===== src/rtl/riscv_pkg.sv =====
// Shared definitions for the RV32I multi-cycle control sequencer.
//   - RV32I major opcodes
//   - immediate format select encoding (IMM_I .. IMM_UJ)
//   - ALU operation encoding ({funct7[5], funct3} style)
//   - write-back mux select encoding
//   - sequencer state enum and decoded instruction class enum
package riscv_pkg;

  localparam logic [6:0] OPC_LOAD   = 7'b0000011;
  localparam logic [6:0] OPC_OP_IMM = 7'b0010011;
  localparam logic [6:0] OPC_AUIPC  = 7'b0010111;
  localparam logic [6:0] OPC_STORE  = 7'b0100011;
  localparam logic [6:0] OPC_OP     = 7'b0110011;
  localparam logic [6:0] OPC_LUI    = 7'b0110111;
  localparam logic [6:0] OPC_BRANCH = 7'b1100011;
  localparam logic [6:0] OPC_JALR   = 7'b1100111;
  localparam logic [6:0] OPC_JAL    = 7'b1101111;

  typedef enum logic [2:0] {
    IMM_I  = 3'd0,
    IMM_S  = 3'd1,
    IMM_U  = 3'd2,
    IMM_SB = 3'd3,
    IMM_UJ = 3'd4
  } imm_sel_e;

  // ALU codes are {funct7[5], funct3}, so R-type and shift-immediate
  // instructions pass their fields straight through.
  localparam logic [3:0] ALU_ADD  = 4'b0000;
  localparam logic [3:0] ALU_SLL  = 4'b0001;
  localparam logic [3:0] ALU_SLT  = 4'b0010;
  localparam logic [3:0] ALU_SLTU = 4'b0011;
  localparam logic [3:0] ALU_XOR  = 4'b0100;
  localparam logic [3:0] ALU_SRL  = 4'b0101;
  localparam logic [3:0] ALU_OR   = 4'b0110;
  localparam logic [3:0] ALU_AND  = 4'b0111;
  localparam logic [3:0] ALU_SUB  = 4'b1000;
  localparam logic [3:0] ALU_SRA  = 4'b1101;

  typedef enum logic [1:0] {
    WB_ALU = 2'd0,
    WB_MEM = 2'd1,
    WB_PC4 = 2'd2
  } wb_sel_e;

  typedef enum logic [2:0] {
    ST_FETCH,
    ST_DECODE,
    ST_EXEC,
    ST_MEM,
    ST_WB,
    ST_TRAP
  } state_e;

  typedef enum logic [3:0] {
    CLS_ILLEGAL,
    CLS_OP,
    CLS_OP_IMM,
    CLS_LOAD,
    CLS_STORE,
    CLS_BRANCH,
    CLS_LUI,
    CLS_AUIPC,
    CLS_JAL,
    CLS_JALR
  } instr_class_e;

endpackage


===== src/rtl/riscv_opcode_decode.sv =====
// Combinational opcode decoder.
//   opcode   in  : instruction[6:0]
//   cls      out : instruction class (CLS_ILLEGAL for unknown opcodes)
//   imm_sel  out : immediate format for the immediate generator
// R-type has no immediate; it reports IMM_I so the select stays at I.
module riscv_opcode_decode
  import riscv_pkg::*;
(
  input  logic [6:0]   opcode,
  output instr_class_e cls,
  output imm_sel_e     imm_sel
);

  // NOTE: every output gets a default before the case so no path through
  // this block leaves a signal unassigned, which would infer a latch.
  always_comb begin
    cls     = CLS_ILLEGAL;
    imm_sel = IMM_I;
    case (opcode)
      OPC_OP:     cls = CLS_OP;
      OPC_OP_IMM: cls = CLS_OP_IMM;
      OPC_LOAD:   cls = CLS_LOAD;
      OPC_JALR:   cls = CLS_JALR;
      OPC_STORE: begin
        cls     = CLS_STORE;
        imm_sel = IMM_S;
      end
      OPC_LUI: begin
        cls     = CLS_LUI;
        imm_sel = IMM_U;
      end
      OPC_AUIPC: begin
        cls     = CLS_AUIPC;
        imm_sel = IMM_U;
      end
      OPC_BRANCH: begin
        cls     = CLS_BRANCH;
        imm_sel = IMM_SB;
      end
      OPC_JAL: begin
        cls     = CLS_JAL;
        imm_sel = IMM_UJ;
      end
      default: begin
        cls     = CLS_ILLEGAL;
        imm_sel = IMM_I;
      end
    endcase
  end

endmodule


===== src/rtl/riscv_mc_ctrl.sv =====
// Multi-cycle control sequencer for an RV32I datapath.
// Steps FETCH -> DECODE -> EXEC -> [MEM] -> [WB] -> FETCH, with TRAP as a
// sink for illegal opcodes (left only by reset).
//   clk, reset_n                 : clock, asynchronous active-low reset
//   opcode, funct3, funct7_b5    : fields of the latched instruction
//   branch_taken                 : compare result, sampled in EXEC
//   imem_ready / imem_req        : instruction fetch handshake
//   dmem_ready / dmem_req/dmem_we: data access handshake
//   ir_we, pc_we, pc_sel, reg_we, wb_sel             : datapath enables/muxes
//   alu_src_a, alu_src_b, alu_op, imm_sel            : ALU / immediate control
//   illegal_instr                : high while parked in TRAP
// Optional build macro RISCV_MC_CTRL_PERF_EN adds cycle_cnt and instret_cnt.
module riscv_mc_ctrl
  import riscv_pkg::*;
(
  input  logic        clk,
  input  logic        reset_n,
  input  logic [6:0]  opcode,
  input  logic [2:0]  funct3,
  input  logic        funct7_b5,
  input  logic        branch_taken,
  input  logic        imem_ready,
  input  logic        dmem_ready,
  output logic        imem_req,
  output logic        dmem_req,
  output logic        dmem_we,
  output logic        ir_we,
  output logic        pc_we,
  output logic        pc_sel,
  output logic        reg_we,
  output logic [1:0]  wb_sel,
  output logic        alu_src_a,
  output logic        alu_src_b,
  output logic [3:0]  alu_op,
  output logic [2:0]  imm_sel,
  output logic        illegal_instr
`ifdef RISCV_MC_CTRL_PERF_EN
  ,
  output logic [31:0] cycle_cnt,
  output logic [31:0] instret_cnt
`endif
);

  state_e       state_q, state_d;
  instr_class_e cls_q, cls_d;
  imm_sel_e     imm_sel_q, imm_sel_d;
  instr_class_e dec_cls;
  imm_sel_e     dec_imm;

  riscv_opcode_decode u_decode (
    .opcode  (opcode),
    .cls     (dec_cls),
    .imm_sel (dec_imm)
  );

  // Next state; class and immediate format are captured only in DECODE.
  always_comb begin
    state_d   = state_q;
    cls_d     = cls_q;
    imm_sel_d = imm_sel_q;
    case (state_q)
      ST_FETCH:  if (imem_ready) state_d = ST_DECODE;
      ST_DECODE: begin
        if (dec_cls == CLS_ILLEGAL) begin
          state_d = ST_TRAP;
        end else begin
          state_d   = ST_EXEC;
          cls_d     = dec_cls;
          imm_sel_d = dec_imm;
        end
      end
      ST_EXEC: begin
        case (cls_q)
          CLS_BRANCH:          state_d = ST_FETCH;
          CLS_LOAD, CLS_STORE: state_d = ST_MEM;
          default:             state_d = ST_WB;
        endcase
      end
      ST_MEM: if (dmem_ready) state_d = (cls_q == CLS_STORE) ? ST_FETCH : ST_WB;
      ST_WB:   state_d = ST_FETCH;
      ST_TRAP: state_d = ST_TRAP;
      default: state_d = ST_FETCH;
    endcase
  end

  // NOTE: sequential state uses non-blocking assignments so every flop
  // samples the pre-edge value of the others, independent of statement order.
  always_ff @(posedge clk or negedge reset_n) begin
    if (!reset_n) begin
      state_q   <= ST_FETCH;
      cls_q     <= CLS_OP_IMM;
      imm_sel_q <= IMM_I;
    end else begin
      state_q   <= state_d;
      cls_q     <= cls_d;
      imm_sel_q <= imm_sel_d;
    end
  end

  // ALU operand/op selection by class. Branches use the ALU for the target
  // (PC + imm); the compare itself arrives on branch_taken. LUI adds the
  // immediate to rs1, which the datapath forces to x0.
  logic       alu_a_c, alu_b_c;
  logic [3:0] alu_op_c;
  always_comb begin
    alu_a_c  = 1'b0;
    alu_b_c  = 1'b1;
    alu_op_c = ALU_ADD;
    case (cls_q)
      CLS_OP: begin
        alu_b_c  = 1'b0;
        alu_op_c = {funct7_b5, funct3};
      end
      CLS_OP_IMM: alu_op_c = (funct3 == 3'b101) ? {funct7_b5, funct3} : {1'b0, funct3};
      CLS_AUIPC, CLS_JAL, CLS_BRANCH: alu_a_c = 1'b1;
      default: ;
    endcase
  end

  always_comb begin
    imem_req      = 1'b0;
    dmem_req      = 1'b0;
    dmem_we       = 1'b0;
    ir_we         = 1'b0;
    pc_we         = 1'b0;
    pc_sel        = 1'b0;
    reg_we        = 1'b0;
    wb_sel        = WB_ALU;
    alu_src_a     = 1'b0;
    alu_src_b     = 1'b0;
    alu_op        = ALU_ADD;
    illegal_instr = 1'b0;
    case (state_q)
      ST_FETCH: begin
        imem_req = 1'b1;
        ir_we    = imem_ready;
      end
      ST_EXEC: begin
        alu_src_a = alu_a_c;
        alu_src_b = alu_b_c;
        alu_op    = alu_op_c;
        if (cls_q == CLS_BRANCH) begin
          pc_we  = 1'b1;
          pc_sel = branch_taken;
        end
      end
      ST_MEM: begin
        dmem_req = 1'b1;
        dmem_we  = (cls_q == CLS_STORE);
        pc_we    = dmem_ready && (cls_q == CLS_STORE);
      end
      ST_WB: begin
        // ALU controls stay driven so the ALU result used for the JAL/JALR
        // target and the write-back value is valid in this cycle too.
        alu_src_a = alu_a_c;
        alu_src_b = alu_b_c;
        alu_op    = alu_op_c;
        reg_we    = 1'b1;
        pc_we     = 1'b1;
        if (cls_q == CLS_JAL || cls_q == CLS_JALR) begin
          wb_sel = WB_PC4;
          pc_sel = 1'b1;
        end else if (cls_q == CLS_LOAD) begin
          wb_sel = WB_MEM;
        end
      end
      ST_TRAP: illegal_instr = 1'b1;
      default: ;
    endcase
    // While reset is held the state sits in FETCH; masking here keeps the
    // fetch request and every enable low until reset_n is released.
    if (!reset_n) begin
      imem_req = 1'b0;
      ir_we    = 1'b0;
    end
  end

  assign imm_sel = imm_sel_q;

`ifdef RISCV_MC_CTRL_PERF_EN
  logic [31:0] cycle_q, cycle_d, instret_q, instret_d;

  always_comb begin
    cycle_d   = cycle_q + 32'd1;
    instret_d = pc_we ? instret_q + 32'd1 : instret_q;
  end

  always_ff @(posedge clk or negedge reset_n) begin
    if (!reset_n) begin
      cycle_q   <= 32'd0;
      instret_q <= 32'd0;
    end else begin
      cycle_q   <= cycle_d;
      instret_q <= instret_d;
    end
  end

  assign cycle_cnt   = cycle_q;
  assign instret_cnt = instret_q;
`endif

endmodule

===== config.mk =====
export PLATFORM = sky130hd
export DESIGN_NAME = riscv_mc_ctrl
export DESIGN_NICKNAME = d
export VERILOG_FILES = /design/src/rtl/riscv_pkg.sv /design/src/rtl/riscv_opcode_decode.sv /design/src/rtl/riscv_mc_ctrl.sv
export SDC_FILE = /design/constraint.sdc
export NUM_CORES = 1
export LEC_CHECK = 0
export CAP_MARGIN = 10
export CELL_PAD_IN_SITES_DETAIL_PLACEMENT = 1
export CELL_PAD_IN_SITES_GLOBAL_PLACEMENT = 2
export CORE_AREA = 2 2 53 92
export CTS_CLUSTER_SIZE = 20
export DETAILED_ROUTE_END_ITERATION = 7
export DIE_AREA = 0 0 55 94
export GPL_ROUTABILITY_DRIVEN = 1
export PLACE_DENSITY = 0.71
export SLEW_MARGIN = 20
export SYNTH_ARGS = -nofsm -noshare
export SYNTH_HDL_FRONTEND = slang
export SYNTH_SLANG_ARGS = --single-unit

===== constraint.sdc =====
create_clock -name clk -period 1.4 [get_ports clk]
set_input_delay 0.14 -clock clk [delete_from_list [all_inputs] [get_ports clk]]
set_output_delay 0.14 -clock clk [all_outputs]
set_load 0.02 [all_outputs]

==> impl_summary.log <==
INFO  metric detail_route.first_pass.iterations = 3
INFO  metric timing.final.setup_violations = 26
INFO  metric critical_path.max_fanout = 4
INFO  metric synthTopCellsByArea = dfrtp_1 23%, nand3b_1 3.8%, nor3b_1 3.8%, and2_1 3.1%, nor2_1 3.0%
INFO  metric drv_cap = 0
INFO  metric layoutNonFillerInstCount = 258
INFO  metric layout_cells_sized_above_1 = 62.80%
INFO  metric first_iter_violations = 11
INFO  metric worst_setup_slack_post_dpl = -0.5642 ns
INFO  metric grt.total_usage = 18.26%
INFO  metric hold_path_class = in2async
INFO  metric setup_slack = -0.3932 ns
INFO  metric cp-start-kind = flip-flop
INFO  metric worst_setup_end_kind = output port
INFO  metric yosys.area.top_type_share = 22.64%
INFO  metric yosys_cell_types = 52
INFO  metric powerDensity = 1359 nW/um^2
INFO  metric final_weighted_congestion_in_routability_driven_placement = 0.8024
INFO  metric antenna_found_initial = 0
INFO  metric clkSinkCount = 10
INFO  metric status = complete, but fails checks
INFO  metric tritoncts.num_buffers = 3
INFO  metric routedWlPerCell = 17.91 um
INFO  metric final_core_utilization = 50.31%
INFO  metric postSynthCellCount = 118
INFO  metric standby_leakage_power = 0.9237 nW
INFO  metric residual_antenna_violating_net_count_after_detailed_routing = 0
INFO  metric dieArea = 5170 um^2
INFO  metric period_needed = 1.793 ns
INFO  metric gr-total-overflow = 0
INFO  metric ctsLongestPathBuffers = 2
INFO  metric synth_flop_cell = dfrtp_1
INFO  metric fmaxAchievable = 557.7 MHz
INFO  metric seq_total_area_yosys = 25.28%
INFO  metric floorplan.io_pins = 35
INFO  metric max_slew_margin_vs_limit = 83.83%
INFO  metric hold_viol = 0
INFO  metric grt_pass1_wl = 6865 um
INFO  metric clock_tree.htree_level_count = 1
INFO  metric clk_pin_slew = 0.05 ns
INFO  metric fp-row-count = 32
INFO  metric antenna_cells = 0
INFO  metric vias = 1319
INFO  metric maximum_number_of_pins_on_one_net_before_global_route_repair = 14
INFO  metric peak_supply_drop = 0.0007665 V
INFO  metric cts_tree = done
INFO  metric place_hpwl = 3171 um
INFO  metric synth-edff-count = 0
INFO  metric violations = setup timing
INFO  metric die-width = 55 um
INFO  metric core_area = 4404 um^2
INFO  metric die_h = 94 um
INFO  metric post-route-period-util = 128.1%
INFO  metric syn_area = 994.7 um^2
INFO  metric setup_total_negative_slack = -6.596 ns
INFO  metric mappedNetlistNets = 134
INFO  metric grt_setup_unrepaired = true
INFO  metric synthesis_warning_total = 0
INFO  metric worstSkewPairLatency = 0.24 ns
INFO  metric place.port_buffers = 34
INFO  metric drt_wl_total = 4622 um
INFO  metric cp.arrival = 1.65 ns
INFO  metric worstRegToRegCells = 6
INFO  metric worstMarginPinSlew = 0.2407 ns
INFO  metric top_count_cell_post_synth = dfrtp_1
INFO  metric top_post_synthesis_cells_by_count = 9 x dfrtp_1, 8 x nor2_1, 6 x inv_1, 6 x nand2_1
INFO  metric root_buffer = clkbuf_8
INFO  metric grt_pass1_vias = 1429
INFO  metric area_delta_synth_final = 122.8%
INFO  metric critPathKind = reg2out
INFO  metric vias_per_instance = 5.112
INFO  metric synthDominantAreaCellType = dfrtp_1
INFO  metric floorplan.initialDensity = 22.59%
INFO  metric ys_ff_latch = 10
INFO  metric numPlacedInstances = 237
INFO  metric drc = 0
INFO  metric final_count_of_pins_violating_max_slew = 0
INFO  metric ys_async_sr_fraction = 100.0%
INFO  metric nFillCells = 515
INFO  metric worstPathRequired = 1.26 ns
INFO  metric finClkSkew = 0.004226 ns
INFO  metric final_nets = 224
INFO  metric synth_area_per_cell = 8.430 um^2
==> layer usage <==
metal,global-route usage [%],wire [um],vias up
met5,0,0,-
met4,6.911,101,0
met3,1.752,132,6
met2,38.00,2939,31
met1,15.76,1449,661
li1,-,-,621
==> final timing paths <==
check | slack (ns) | end | startpoint
setup reg to reg | -0.33 | cls_q[2] | state_q[2]
min in group clk | 0.46 | cls_q[1] | opcode[6]
setup / recovery | -0.39 | pc_we | state_q[2]
max in group asynchronous | 0.90 | cls_q[1] | reset_n
hold / removal | 0.27 | imm_sel[1] | reset_n
hold reg to reg | 0.51 | imm_sel[1] | imm_sel[1]
==> power breakdown <==
| part | total (mW) | switching (mW) | internal, mW |
|---|---|---|---|
| sequential | 0.506 | 0.118 | 0.388 |
| combinational | 2.13 | 0.974 | 1.16 |
| clock | 0.372 | 0.124 | 0.248 |
==> layout make-up <==
| type | count | area (um^2) | area share, % |
|---|---|---|---|
| tap | 51 | 63.81 | 2.880 |
| clock buffer | 4 | 55.05 | 2.484 |
| sequential | 10 | 255.2 | 11.52 |
| timing repair buffer | 95 | 884.6 | 39.92 |
| inverter | 6 | 26.28 | 1.186 |
| multi-input combinational | 92 | 930.9 | 42.01 |
==> state kept, by name (all words and copies together) (netlist names) <==
name     cells
imm_sel      3
state_q      3
cls_q        4
==> repair_timing <==
item / in CTS / in global routing
gates cloned: 0 / 0
hold buffers: 0 / 0
pin swaps: 13 / 19
endpoints found under the setup margin: 26 / 26
buffers inserted: 12 / 7
hold endpoints to repair: 0 / 0
gates resized for setup: 128 / 36
==> critical path, stage by stage, from the launching register on <==
cell,delay [ns]
dfrtp_2,0.44
nor2b_4,0.18
nor3b_4,0.23
nor3b_4,0.29
o2bb2ai_4,0.15
buf_6,0.13
==> placed cells by master (no fill, tap or decap), drive strengths merged, types with 4 or more instances in the layout <==
master / instances
dlygate4sd2: 4
nor2b: 4
dfrtp: 9
o21ai: 5
clkdlybuf4s50: 14
nor3b: 5
buf: 77
a21oi: 5
nand3b: 5
nor2: 8
nand3: 4
clkbuf: 4
and2: 5
inv: 5
nand2: 6
==> kinds of logic (layout without fill, tap and decap cells) <==
logic type | after synthesis | after routing | synth area share, %
xor gates and xnor gates | 1 | 1 | 0.8807
muxes | 5 | 5 | 5.409
DFF | 10 | 10 | 25.28
and+or+nand+nor | 51 | 51 | 30.44
buffers and inverters | 16 | 105 | 9.685
AOI/OAI and AO/OA | 35 | 35 | 28.30
==> stage by stage <==
stage          hold slack [ns]  area (um^2)  total power [mW]
2_1_floorplan          -0.1556         1105             1.254
3_3_place_gp            0.4763         1754             1.875
3_5_place_dp            0.4970         1754             1.923
4_1_cts                 0.2455         2006             2.643
5_1_grt                 0.2794         2216             3.186
6_report                0.2685         2216             3.012
(Power assumes the default switching activity.)
